**config.mk**
```make
export PLATFORM = sky130hd
export DESIGN_NAME = bram_stream_reader
export DESIGN_NICKNAME = d
export VERILOG_FILES = /design/src/rtl/bram_stream_reader.sv
export SDC_FILE = /design/constraint.sdc
export NUM_CORES = 1
export LEC_CHECK = 0
export ABC_AREA = 0
export CAP_MARGIN = 20
export CORE_MARGIN = 2
export CORE_UTILIZATION = 50
export CTS_CLUSTER_DIAMETER = 50
export DETAILED_ROUTE_END_ITERATION = 10
export PLACE_DENSITY = 0.76
export SYNTH_ARGS = -nofsm -noshare
export SYNTH_HDL_FRONTEND = slang
export SYNTH_SLANG_ARGS = --single-unit
```
**constraint.sdc**
```tcl
create_clock -name clk -period 1.8 [get_ports clk]
set_input_delay 0.36 -clock clk [delete_from_list [all_inputs] [get_ports clk]]
set_output_delay 0.36 -clock clk [all_outputs]
set_load 0.05 [all_outputs]
```
**src/rtl/bram_stream_reader.sv**
```systemverilog
// Burst read initiator for a 2-cycle registered-read BRAM. Issues wrapping addresses under
// FIFO credit, tags reads through the fixed latency and delivers words on a valid/ready stream.
module bram_stream_reader #(
    parameter int DATAW      = 8,
    parameter int DEPTH      = 4,
    parameter int ADDRW      = $clog2(DEPTH),
    parameter int FIFO_DEPTH = 4
) (
    input  logic             clk,
    input  logic             rst_n,
    input  logic             start,
    input  logic [ADDRW-1:0] base_addr,
    input  logic [ADDRW:0]   count,
    output logic             busy,
    output logic             done,
    output logic [ADDRW-1:0] mem_raddr,
    input  logic [DATAW-1:0] mem_rdata,
    output logic [DATAW-1:0] out_data,
    output logic             out_valid,
    input  logic             out_ready
);
    localparam int CNTW = ADDRW + 1;
    localparam int PW   = (FIFO_DEPTH > 1) ? $clog2(FIFO_DEPTH) : 1;
    localparam int CW   = $clog2(FIFO_DEPTH + 1);
    localparam int SW   = CW + 1;
    localparam logic [CNTW-1:0] DEPTH_C = CNTW'(DEPTH);

    typedef enum logic [1:0] {IDLE, ISSUE, DRAIN} state_t;

    state_t            state, state_nxt;
    logic [CNTW-1:0]   issue_left, out_left, count_clamped;
    logic [1:0]        tag;
    logic [DATAW-1:0]  fifo_mem [FIFO_DEPTH];
    logic [PW-1:0]     wr_ptr, rd_ptr;
    logic [CW-1:0]     occ;
    logic [SW-1:0]     credit_sum;
    logic              accept, accept_burst, issue_fire, out_fire, last_out, push, pop;

    // Stream handshake: a word moves when out_valid && out_ready; while out_valid is high and
    // out_ready is low, out_data and out_valid are held.
    assign count_clamped = (count > DEPTH_C) ? DEPTH_C : count;
    assign accept        = (state == IDLE) && start;
    assign accept_burst  = accept && (count_clamped != '0);
    assign credit_sum    = SW'(occ) + SW'(tag[0]) + SW'(tag[1]);
    assign issue_fire    = (state == ISSUE) && (credit_sum < SW'(FIFO_DEPTH));
    assign out_valid     = (occ != '0);
    assign out_data      = fifo_mem[rd_ptr];
    assign out_fire      = out_valid && out_ready;
    assign last_out      = out_fire && (out_left == CNTW'(1));
    assign push          = tag[1];
    assign pop           = out_fire;
    assign busy          = (state != IDLE);

    function automatic logic [ADDRW-1:0] next_addr(input logic [ADDRW-1:0] a);
        return (a == ADDRW'(DEPTH - 1)) ? '0 : a + ADDRW'(1);
    endfunction

    function automatic logic [PW-1:0] next_ptr(input logic [PW-1:0] p);
        return (p == PW'(FIFO_DEPTH - 1)) ? '0 : p + PW'(1);
    endfunction

    always_comb begin
        state_nxt = state;
        case (state)
            IDLE:    if (accept_burst) state_nxt = ISSUE;
            ISSUE:   if (issue_fire && issue_left == CNTW'(1)) state_nxt = DRAIN;
            DRAIN:   if (last_out) state_nxt = IDLE;
            default: state_nxt = IDLE;
        endcase
    end

    always_ff @(posedge clk or negedge rst_n) begin
        if (!rst_n) begin
            state      <= IDLE;
            done       <= 1'b0;
            mem_raddr  <= '0;
            issue_left <= '0;
            out_left   <= '0;
            tag        <= '0;
        end else begin
            state <= state_nxt;
            done  <= (accept && count_clamped == '0) || last_out;
            tag   <= {tag[0], issue_fire};
            // mem_raddr stops on the last issued address rather than running ahead.
            if (accept_burst)
                mem_raddr <= base_addr;
            else if (issue_fire && issue_left != CNTW'(1))
                mem_raddr <= next_addr(mem_raddr);
            if (accept_burst)
                issue_left <= count_clamped;
            else if (issue_fire)
                issue_left <= issue_left - CNTW'(1);
            if (accept_burst)
                out_left <= count_clamped;
            else if (out_fire)
                out_left <= out_left - CNTW'(1);
        end
    end

    // Credit guarantees a push never lands on a full FIFO unless a pop frees the same slot.
    always_ff @(posedge clk or negedge rst_n) begin
        if (!rst_n) begin
            for (int i = 0; i < FIFO_DEPTH; i++) fifo_mem[i] <= '0;
            wr_ptr <= '0;
            rd_ptr <= '0;
            occ    <= '0;
        end else begin
            if (push) begin
                fifo_mem[wr_ptr] <= mem_rdata;
                wr_ptr           <= next_ptr(wr_ptr);
            end
            if (pop) rd_ptr <= next_ptr(rd_ptr);
            case ({push, pop})
                2'b10:   occ <= occ + CW'(1);
                2'b01:   occ <= occ - CW'(1);
                default: occ <= occ;
            endcase
        end
    end
endmodule

```
==> impl_metrics.csv <==
group,metric,value,unit
worst_setup_path,cp_max_fo,5,
worst_setup_path,arrival,1540,ps
worst_hold_path,hp-class,"in2async",
pwr,power,6.51,mW
place,place_area,2980,um2
logic_synthesis,ys_types,39,
routing,drt_iter0_markers,47,
logic_synthesis,synth_cells,190,
cts,ctsHtreeMaxLevel,2,
cts,clock_latency,310,ps
logic_synthesis,synth_simple_gate_area_share,9.06,%
floorplanning,rows,25,
floorplanning,dieHeight,74.7,um
logic_synthesis,ys_ff_latch,52,
place,hpwl,3310,um
worst_setup_path,worstSetupStartpointType,"register",
outcome,violations,"setup timing",
timing,hold_violations,0,
grt,grt_pass1_wl,7910,um
routing,dr.pass1.iters,6,
layout,post_route_cells_drive_above_1_share,38.8,%
logic_synthesis,yosysWarnings,0,
logic_synthesis,synthAdderAreaFrac,6.81,%
logic_synthesis,syn_nets,220,
routing,wl_per_cell,15.0,um
timing,period_share,106,%
timing,worst_slack,-103,ps
worst_setup_path,cp.required,1440,ps
grt,grt_max_degree,53,
floorplanning,ios,30,
cts,clock-sinks,52,
logic_synthesis,synth_compound_area_share,6.41,%
place,place_ws,-196,ps
timing,fmax,0.525,GHz
layout,nets,274,
outcome,status,"finished, violations left",
timing,slew_violations,0,
grt,grt_pass1_vias,1621,
grt,antenna_found_initial,0,
run,maxCapViolations,0,
routing,ant_nets,0,
timing,tns,-739,ps
timing,setup_violations,8,
timing,finClkSkew,6.63,ps
timing,tightestPinTransition,446,ps
cts,root_buffer,"clkbuf_8",
routing,drc,0,
logic_synthesis,ys_seq_area_share,52.1,%
layout,antenna_cells,0,
layout,finalInstanceArea,3140,um2
routing,wl,4690,um
worst_setup_path,path_class,"reg2out",
cts,cts_buffers,5,
cts,holdBufCountCts,0,
routing,via_count,1603,
timing,rsz0062_at_grt,"yes",
layout,utilization,65.7,%
logic_synthesis,synth_mux_area_share,21.6,%
logic_synthesis,synth_top_family_by_area,"multiplexers",
cts,cts_tree,"yes",
layout,area_growth_syn_to_layout,25.8,%
floorplanning,die-area,5580,um2
cts,clock_path_buffers,2,
pwr,powerDensity,2070,nW/um2
place,portBuffers,29,
grt,grt_use_total,19.4,%
worst_setup_path,endpoint_kind,"output pin",
floorplanning,coreArea,4790,um2
floorplanning,initial_core_util,52.2,%
timing,period_minus_slack,1900,ps
floorplanning,die-width,74.7,um
logic_synthesis,synth_xor_area_share,1.75,%
timing,slew_headroom,70.2,%
pwr,p_leak,1.40,nW
logic_synthesis,syn_area,2500,um2
logic_synthesis,avgSynthCellArea,13.2,um2
place,gp_congestion,0.736,
grt,gr-total-overflow,0,
routing,drt-vias-per-instance,5.14,
pwr,vdd_drop_max,1.17,mV
cts,clk_pin_slew,100,ps
kinds of logic (layout without fill, tap and decap cells):
logic type | Yosys count | count (layout)
muxes | 40 | 40
xor gates and xnor gates | 5 | 5
buffers and inverters | 14 | 69
and+or+nand+nor | 45 | 45
AOI/OAI and AO/OA | 21 | 21
DFF | 52 | 52
adders and majority gates | 13 | 13
through the flow:
| step | cells | hold slack, ps |
|---|---|---|
| 2_1_floorplan | 190 | 64.4 |
| 3_3_place_gp | 300 | 362 |
| 3_5_place_dp | 300 | 370 |
| 4_1_cts | 310 | 24.6 |
| 5_1_grt | 312 | 38.1 |
| 6_report | 312 | 13.7 |
critical path, stage by stage, from the launching register on:
cell	delay, ps
dfrtp_1	390
buf_6	150
mux4_2	510
buf_6	170
cells in the mapped netlist (all sizes together):
cell	instances	share of area, %
a31oi	1	0.25
a21o	2	0.65
nor3	4	0.80
inv	11	1.8
nor3b	1	0.30
clkbuf	2	0.30
o22a	2	0.70
a21oi	1	0.20
mux2	32	14
or2	2	0.50
xnor2	3	1.1
and2	2	0.50
buf	1	0.20
o211ai	2	0.60
or3b	1	0.35
ha	12	6.0
a221oi	1	0.35
nand3	2	0.40
nor2	6	1.0
or3	2	0.70
nand2	21	3.5
o22ai	1	0.25
nand3b	1	0.30
dfrtp	52	52
a211o	1	0.40
fa	1	0.80
a211oi	2	1.1
o21ai	6	1.2
a311oi	1	0.35
nand2b	3	0.75
mux4	8	7.2
xor2	2	0.70
a32oi	1	0.35
metal layers:
metal / share of wire, % / GRT usage [%] / up-vias
li1: - / - / 782
met1: 45 / 26.3 / 794
met2: 50 / 31.4 / 21
met3: 3.0 / 4.42 / 6
met4: 1.3 / 5.95 / 0
met5: 0 / 0 / -
flip-flops by register name (all words and copies together), names as in the netlist:
name / cells
fifo_mem: 32
wr_ptr: 2
tag: 2
occ: 3
rd_ptr: 2
issue_left: 3
state: 2
out_left: 3
mem_raddr: 2
done: 1
where the power goes:
part / switching, mW / total (mW) / leakage (nW) / internal [mW]
Sequential: 0.329 / 2.09 / 0.619 / 1.76
Clock: 0.413 / 0.697 / 0.0452 / 0.284
Combinational: 1.95 / 3.73 / 0.738 / 1.78
what timing repair did:
action                     in CTS  in global routing
setup endpoints to repair       9                 10
pin swaps                       0                  1
buffers inserted                2                  2
gates resized for setup        11                  0
worst paths after layout:
| path | from | end | slack, ps | depth (start not counted) |
|---|---|---|---|---|
| worst max register to register | occ[2]$_DFFE_PN0P_ | occ[2]$_DFFE_PN0P_ | 60 | 9 |
| max in group asynchronous | rst_n | fifo_mem[7]$_DFFE_PN0P_ | 1540 | 2 |
| worst min-delay path | rst_n | done$_DFF_PN0_ | 10 | 2 |
| worst max-delay path | rd_ptr[0]$_DFFE_PN0P_ | out_data[4] | -100 | 3 |
| worst min register to register | tag[0]$_DFF_PN0_ | tag[1]$_DFF_PN0_ | 390 | 0 |
| min in group clk | tag[0]$_DFF_PN0_ | tag[1]$_DFF_PN0_ | 390 | 0 |
final cells by class:
class,instances,area (um2)
fill,373,1640
sequential,52,1300
multi-input combinational,124,1160
timing repair buffer,50,464
tap,67,83.8
clock buffer,5,68.8
inverter,11,43.8
clock inverter,3,25.0
placed cells by master, fill, tap and decap left out, types with 2 or more instances in the layout:
master / instances
xnor2_1: 3
clkbuf_8: 5
o22a_1: 2
buf_6: 9
nand3_1: 2
nand2_1: 20
and2_1: 2
ha_1: 11
o21ai_0: 5
dfrtp_1: 52
mux2_2: 32
or2_2: 2
nor2_1: 5
xor2_1: 2
nand2b_1: 3
clkdlybuf4s50_1: 15
mux4_2: 8
buf_4: 23
nor3_1: 4
inv_1: 9
inv_6: 2
o211ai_1: 2
Note: power is estimated with default switching activity, not from simulation.
